**config.mk**
```make
export PLATFORM = sky130hd
export DESIGN_NAME = dmem_arbiter
export DESIGN_NICKNAME = d
export VERILOG_FILES = /design/src/rtl/dmem_arb_pkg.sv /design/src/rtl/dmem_arbiter_pick.sv /design/src/rtl/dmem_arbiter.sv
export SDC_FILE = /design/constraint.sdc
export NUM_CORES = 1
export LEC_CHECK = 0
export ABC_AREA = 1
export BUFFER_PORTS_ARGS = -buffer_cell sky130_fd_sc_hd__buf_2
export CELL_PAD_IN_SITES_DETAIL_PLACEMENT = 0
export CELL_PAD_IN_SITES_GLOBAL_PLACEMENT = 1
export CORE_UTILIZATION = 35
export CTS_CLUSTER_SIZE = 25
export DETAILED_ROUTE_END_ITERATION = 6
export PLACE_DENSITY_LB_ADDON = 0.1
export SLEW_MARGIN = 0
export SYNTH_ARGS = -nofsm -noshare
export SYNTH_HDL_FRONTEND = slang
export SYNTH_HIERARCHICAL = 1
export SYNTH_SLANG_ARGS = --single-unit
```
**constraint.sdc**
```tcl
create_clock -name clock -period 3 [get_ports clock]
set_clock_uncertainty 0.15 [all_clocks]
set_input_delay 0.6 -clock clock [delete_from_list [all_inputs] [get_ports clock]]
set_output_delay 0.6 -clock clock [all_outputs]
set_load 0.005 [all_outputs]
```
**src/rtl/dmem_arb_pkg.sv**
```systemverilog
// Shared definitions for the data-memory arbiter: default widths and the
// owner encoding used for the last_owner and rd_owner state.
package dmem_arb_pkg;

  localparam int ADDR_W_DEF = 12;
  localparam int DATA_W_DEF = 32;

  typedef enum logic {
    OWN_P = 1'b0,
    OWN_D = 1'b1
  } owner_t;

endpackage

```
**src/rtl/dmem_arbiter_pick.sv**
```systemverilog
// arb_pick2: two-way winner selection for the dmem arbiter.
// Build option DMEM_ARB_RR_EN: when defined, contention is resolved
// round-robin (the requester that did not win last time); otherwise P has
// fixed priority over D.
import dmem_arb_pkg::*;

module arb_pick2 (
  input  logic       p_req,
  input  logic       d_req,
  input  owner_t     last_owner,
  output logic [1:0] gnt          // bit 0 = P, bit 1 = D, one-hot or zero
);

`ifndef DMEM_ARB_RR_EN
  // Fixed priority never looks at history.
  logic unused_last_owner;
  assign unused_last_owner = last_owner;
`endif

  // Pick at most one winner from the current requests.
  always_comb begin
    gnt = 2'b00;
    if (p_req && d_req) begin
`ifdef DMEM_ARB_RR_EN
      gnt = (last_owner == OWN_D) ? 2'b01 : 2'b10;
`else
      gnt = 2'b01;
`endif
    end else if (p_req) begin
      gnt = 2'b01;
    end else if (d_req) begin
      gnt = 2'b10;
    end
  end

endmodule

```
**src/rtl/dmem_arbiter.sv**
```systemverilog
// dmem_arbiter: shares one single-port data memory between the processor
// (P) and a DMA/debug loader (D). Grants are combinational and an access
// completes in its grant cycle; read data returns one cycle later.
// Build option DMEM_ARB_RR_EN selects round-robin contention (default:
// fixed priority to P); it is applied inside arb_pick2.
import dmem_arb_pkg::*;

module dmem_arbiter #(
  parameter int ADDR_W = ADDR_W_DEF,
  parameter int DATA_W = DATA_W_DEF
) (
  input  logic              clock,
  input  logic              reset,        // asynchronous, active-low
  input  logic              p_req,
  input  logic              p_wren,
  input  logic [ADDR_W-1:0] p_addr,
  input  logic [DATA_W-1:0] p_wdata,
  output logic              p_gnt,
  output logic              p_rvalid,
  output logic [DATA_W-1:0] p_rdata,
  input  logic              d_req,
  input  logic              d_wren,
  input  logic [ADDR_W-1:0] d_addr,
  input  logic [DATA_W-1:0] d_wdata,
  output logic              d_gnt,
  output logic              d_rvalid,
  output logic [DATA_W-1:0] d_rdata,
  output logic [ADDR_W-1:0] address_dmem,
  output logic [DATA_W-1:0] data,
  output logic              wren,
  input  logic [DATA_W-1:0] q_dmem
);

  owner_t            last_owner;
  logic              rd_pend;
  owner_t            rd_owner;
  logic [1:0]        pick;
  logic              gnt_any;
  logic              win_wren;
  logic [ADDR_W-1:0] win_addr;
  logic [DATA_W-1:0] win_wdata;
  logic [ADDR_W-1:0] addr_q;
  logic [DATA_W-1:0] data_q;
  logic [DATA_W-1:0] p_rdata_q;
  logic [DATA_W-1:0] d_rdata_q;

  arb_pick2 u_pick (
    .p_req      (p_req),
    .d_req      (d_req),
    .last_owner (last_owner),
    .gnt        (pick)
  );

  // Grants are suppressed outright while reset is held.
  assign p_gnt   = pick[0] & reset;
  assign d_gnt   = pick[1] & reset;
  assign gnt_any = p_gnt | d_gnt;

  assign win_wren  = d_gnt ? d_wren  : p_wren;
  assign win_addr  = d_gnt ? d_addr  : p_addr;
  assign win_wdata = d_gnt ? d_wdata : p_wdata;

  // Memory side: pass the winner through, otherwise keep the last access.
  assign wren         = gnt_any & win_wren;
  assign address_dmem = gnt_any ? win_addr  : addr_q;
  assign data         = gnt_any ? win_wdata : data_q;

  // Remember the last presented address/data so they hold while idle.
  always_ff @(posedge clock or negedge reset) begin
    if (!reset) begin
      addr_q <= '0;
      data_q <= '0;
    end else if (gnt_any) begin
      addr_q <= win_addr;
      data_q <= win_wdata;
    end
  end

  // Arbitration history and the one-deep outstanding-read tracker.
  always_ff @(posedge clock or negedge reset) begin
    if (!reset) begin
      last_owner <= OWN_D;
      rd_pend    <= 1'b0;
      rd_owner   <= OWN_P;
    end else begin
      if (gnt_any) begin
        last_owner <= d_gnt ? OWN_D : OWN_P;
      end
      rd_pend <= gnt_any & ~win_wren;
      if (gnt_any && !win_wren) begin
        rd_owner <= d_gnt ? OWN_D : OWN_P;
      end
    end
  end

  assign p_rvalid = rd_pend && (rd_owner == OWN_P);
  assign d_rvalid = rd_pend && (rd_owner == OWN_D);

  // Capture returned read data so rdata holds between responses.
  always_ff @(posedge clock or negedge reset) begin
    if (!reset) begin
      p_rdata_q <= '0;
      d_rdata_q <= '0;
    end else begin
      if (p_rvalid) p_rdata_q <= q_dmem;
      if (d_rvalid) d_rdata_q <= q_dmem;
    end
  end

  // Memory data flows straight through in the response cycle.
  assign p_rdata = p_rvalid ? q_dmem : p_rdata_q;
  assign d_rdata = d_rvalid ? q_dmem : d_rdata_q;

endmodule
```
* Yosys cells after proc, flatten, opt, wreduce, memory -nomap -nowiden
Index checks and enable logic that the tools add are counted.
Word-level totals: output and inout bits 113, register bits 110, logic and storage cells 29
Operators by class: reductions and logical operators 5, muxes and demuxes 11, bitwise gates (word level) 7
Operator list (count):
- $mux W32 | 4
- $mux W12 | 2
- $mux W2 | 3
- $and A1 B1 Y1 | 4
- $logic_and A1 B1 Y1 | 4
- $mux W1 | 2
- $not A1 Y1 | 2
- $logic_not A1 Y1 | 1
- $or A1 B1 Y1 | 1

* Depth between registers and ports, before layout
depth after elaboration 7, depth in mapped cells 8

* Modules after synthesis
Netlist, hierarchy kept.
By module, submodules not included:
- dmem_arbiter | cells each 588, area each 4854.7 µm², instances 1, sequential area each 2778.9 µm²
- arb_pick2 | cells each 3, area each 11.3 µm², instances 1, sequential area each 0.0 µm²

* Least setup slack after synthesis
OpenSTA, ideal clock, no wires.
path type in2out, start input d_req, end output address_dmem[10], slack 0.842 ns, cell stages on the path 8, arrival time 1.408 ns, required time 2.250 ns, path through inv_1 nor2_1 nand2_2 buf_6 buf_2 nand2_1 nand2_1 o21ai_1
Between the ends: cells in the longest elaborated chain, start to end 6, elaborated cells on any way between the ends 9, classes of those cells mux (5); bitwise (3); reduce/logical (1)
Ends and longest elaborated chain:
- from (decl) | RTL line dmem_arbiter.sv:21 | input logic d_req,
- $mux W2 | RTL line dmem_arbiter_pick.sv:31 | end else if (d_req) begin
- $mux W2 | RTL line dmem_arbiter_pick.sv:29 | end else if (p_req) begin
- $mux W2 * | RTL line dmem_arbiter_pick.sv:23 | if (p_req && d_req) begin
- named net pick[1] | RTL line dmem_arbiter.sv:37 | logic [1:0] pick;
- $and A1 B1 Y1 * | RTL line dmem_arbiter.sv:56 | assign d_gnt = pick[1] & reset;
- $mux W12 or $or A1 B1 Y1 (tied branches) | RTL line dmem_arbiter.sv:60, dmem_arbiter.sv:57
- $mux W12 *
- to (decl) | RTL line dmem_arbiter.sv:28 | output logic [ADDR_W-1:0] address_dmem,
The timed path passes the listed nets; every way through them passes the cells marked *.

* Final worst setup path
start input p_req, end output address_dmem[5]
Between the ends: cells in the longest elaborated chain, start to end 5, elaborated cells on any way between the ends 8, classes of those cells mux (4); bitwise (3); reduce/logical (1)
Ends and longest elaborated chain:
- from (decl) | RTL line dmem_arbiter.sv:14 | input logic p_req,
- $mux W2 or $logic_and A1 B1 Y1 (tied branches) | RTL line dmem_arbiter_pick.sv:29, dmem_arbiter_pick.sv:23
- $mux W2 * | RTL line dmem_arbiter_pick.sv:23
- named net pick[1] | RTL line dmem_arbiter.sv:37
- $and A1 B1 Y1 * | RTL line dmem_arbiter.sv:56
- $mux W12 or $or A1 B1 Y1 (tied branches) | RTL line dmem_arbiter.sv:60, dmem_arbiter.sv:57
- $mux W12 *
Marked as above.

==> impl_metrics.csv <==
group,metric,value,unit
global_route,antenna_found_initial,0,
critical_path,path_delay_family,"buffers and inverters",
synth,syn_area_per_cell,8.22,sq um
global_route,grt_pass1_wl,21.1,mm
cells_and_area,drive_gt1_frac,0.338,
power,p_leak,0.00382,uW
sta,period_minus_slack,2.60,ns
clock_tree,numCtsBuffers,9,
critical_path,crit_path_max_fanout,14,
flow_run,maxCapViolations,0,
cells_and_area,area_growth,33.3,%
placement,post-dp-hpwl,9.45,mm
clock_tree,insertion_delay,0.34,ns
synth,syn-num-nets,714,
critical_path,critical_path_required,2.25,ns
clock_tree,clk_pin_slew,0.07,ns
routing,drc_errors,0,
critical_path,cp_cell_sequence,"buf_2, nor2_1, nand2_2, nand2_4, buf_4, nand2_1, o21ai_1, buf_2",
sta,fin_crit_sh,0.866,
outcome,outcome,"finished, final reports clean",
global_route,grt_pass1_vias,4294,
clock_tree,cts_tree,"done",
critical_path,cpMostUsedCell,"buf_2",
global_route,gr-usage-all-layers,0.189,
critical_path,crit_start,"p_req",
critical_path,crit_arrival,1.85,ns
routing,drt-wirelength-per-cell,13.3,um
clock_tree,clk_root_buffer_cell,"clkbuf_16",
placement,place.gp.congestion,0.777,
global_route,grt_overflow_total,0,
routing,finalWirelength,13.2,mm
hold_path,hp-class,"in2async",
sta,tns,0,ns
routing,firstDrtPassIters,4,
die,fp.dieH,120,um
critical_path,critical_path.max_stage_delay,0.24,ns
clock_tree,post_cts_buffers,0,
critical_path,crit_buf_inv,3,
clock_tree,clockBufferDepth,2,
routing,drtAntennaViolNets,0,
die,pin_count,239,
cells_and_area,num_antenna_cells,0,
sta,finalHoldViolCount,0,
sta,tightestPinTransition,0.799,ns
placement,numPortBuffers,238,
sta,rsz0062_at_grt,"no",
sta,setup_viol,0,
critical_path,critPathKind,"in2out",
clock_tree,h-tree-depth,3,
critical_path,slowest_stage,"buf_4",
die,coreArea,13300,sq um
routing,vias,4336,
routing,via_per_inst,4.36,
sta,report.final.slew_viol_count,0,
cells_and_area,nets,940,
global_route,grt_max_degree,66,
die,num_rows,42,
die,start_util,0.362,
critical_path,r2r_start,"rd_owner",
synth,yosys_warnings,6,
critical_path,endpoint_kind,"primary output",
power,powerDensity,682,nW/um^2
sta,max_freq,385,MHz
clock_tree,clock_sinks,110,
synth,syn-cell-area,4830,sq um
die,dieArea,14300,sq um
power,vdd_drop_max,0.000252,V
die,dieWidth,120,um
cells_and_area,finish.utilization,0.483,
synth,synthCells,588,
sta,max_slew_margin,0.468,
critical_path,crit_path_start_kind,"input port",
routing,drt-initial-drc-count,161,
[path summary, 6_finish.rpt]
| path | endpoint | slack [ns] | depth (start not counted) |
|---|---|---|---|
| setup / recovery | address_dmem[5] | 0.40 | 8 |
| min in group clock | p_rdata_q[2] | 0.32 | 2 |
| max in group asynchronous | d_rdata_q[30] | 1.22 | 3 |
| hold reg to reg | p_rdata_q[2] | 0.32 | 2 |
| hold / removal | d_rdata_q[26] | 0.26 | 2 |
| setup reg to reg | d_rdata_q[5] | 1.45 | 3 |
[cell type report]
type / instances / area [sq um]
fill: 1377 / 6910
sequential: 110 / 2750
multi-input combinational: 361 / 1550
timing repair buffer: 248 / 1300
inverter: 84 / 318
clock buffer: 11 / 243
tap: 176 / 220
clock inverter: 5 / 66.3
[stage by stage]
| step | cell area, sq um | power [uW] | hold slack, ns | setup slack, ns | instances |
|---|---|---|---|---|---|
| detailed placement | 6120 | 3210 | 0.297 | 0.329 | 978 |
| CTS | 6440 | 4470 | 0.281 | 0.347 | 995 |
| global route | 6440 | 4700 | 0.305 | 0.221 | 995 |
| finish | 6440 | 4400 | 0.259 | 0.403 | 995 |
| global placement | 6120 | 3170 | 0.292 | 0.365 | 978 |
| floorplan | 4830 | 2570 | 0.154 | 0.842 | 588 |
[repair_timing]
action / CTS / global route
endpoints found under the hold margin: 6 / 0
hold buffers: 1 / 0
gates resized for setup: 0 / 0
endpoints found under the setup margin: 0 / 0
[report_power, final]
group	switching (uW)	internal, uW
sequential	105	1870
clock	556	682
combinational	659	526
[layout by cell type, fill, tap and decap left out, types with 2 or more instances in the layout]
master     instances
o21ai_1           66
inv_1             83
dfrtp_1          110
buf_12             2
o21ai_2            9
nor2_1            45
o21ai_0           33
nand2_1          200
nand2_2            2
clkbuf_16          9
buf_2            237
nand3_1            2
or2_2              2
buf_4              8
[per-layer routing]
| metal | global-route usage | vias to the layer above | wire length (um) |
|---|---|---|---|
| met2 | 0.324 | 134 | 6490 |
| met5 | 0 | - | 0 |
| met3 | 0.0475 | 10 | 965 |
| li1 | - | 2242 | - |
| met1 | 0.233 | 1950 | 5650 |
| met4 | 0.0586 | 0 | 138 |
[state kept, by name, indices dropped and copies added, names as in the netlist]
register / count
d_rdata_q: 32
data_q: 32
p_rdata_q: 32
addr_q: 12
rd_owner: 1
rd_pend: 1
(Power assumes the default switching activity.)
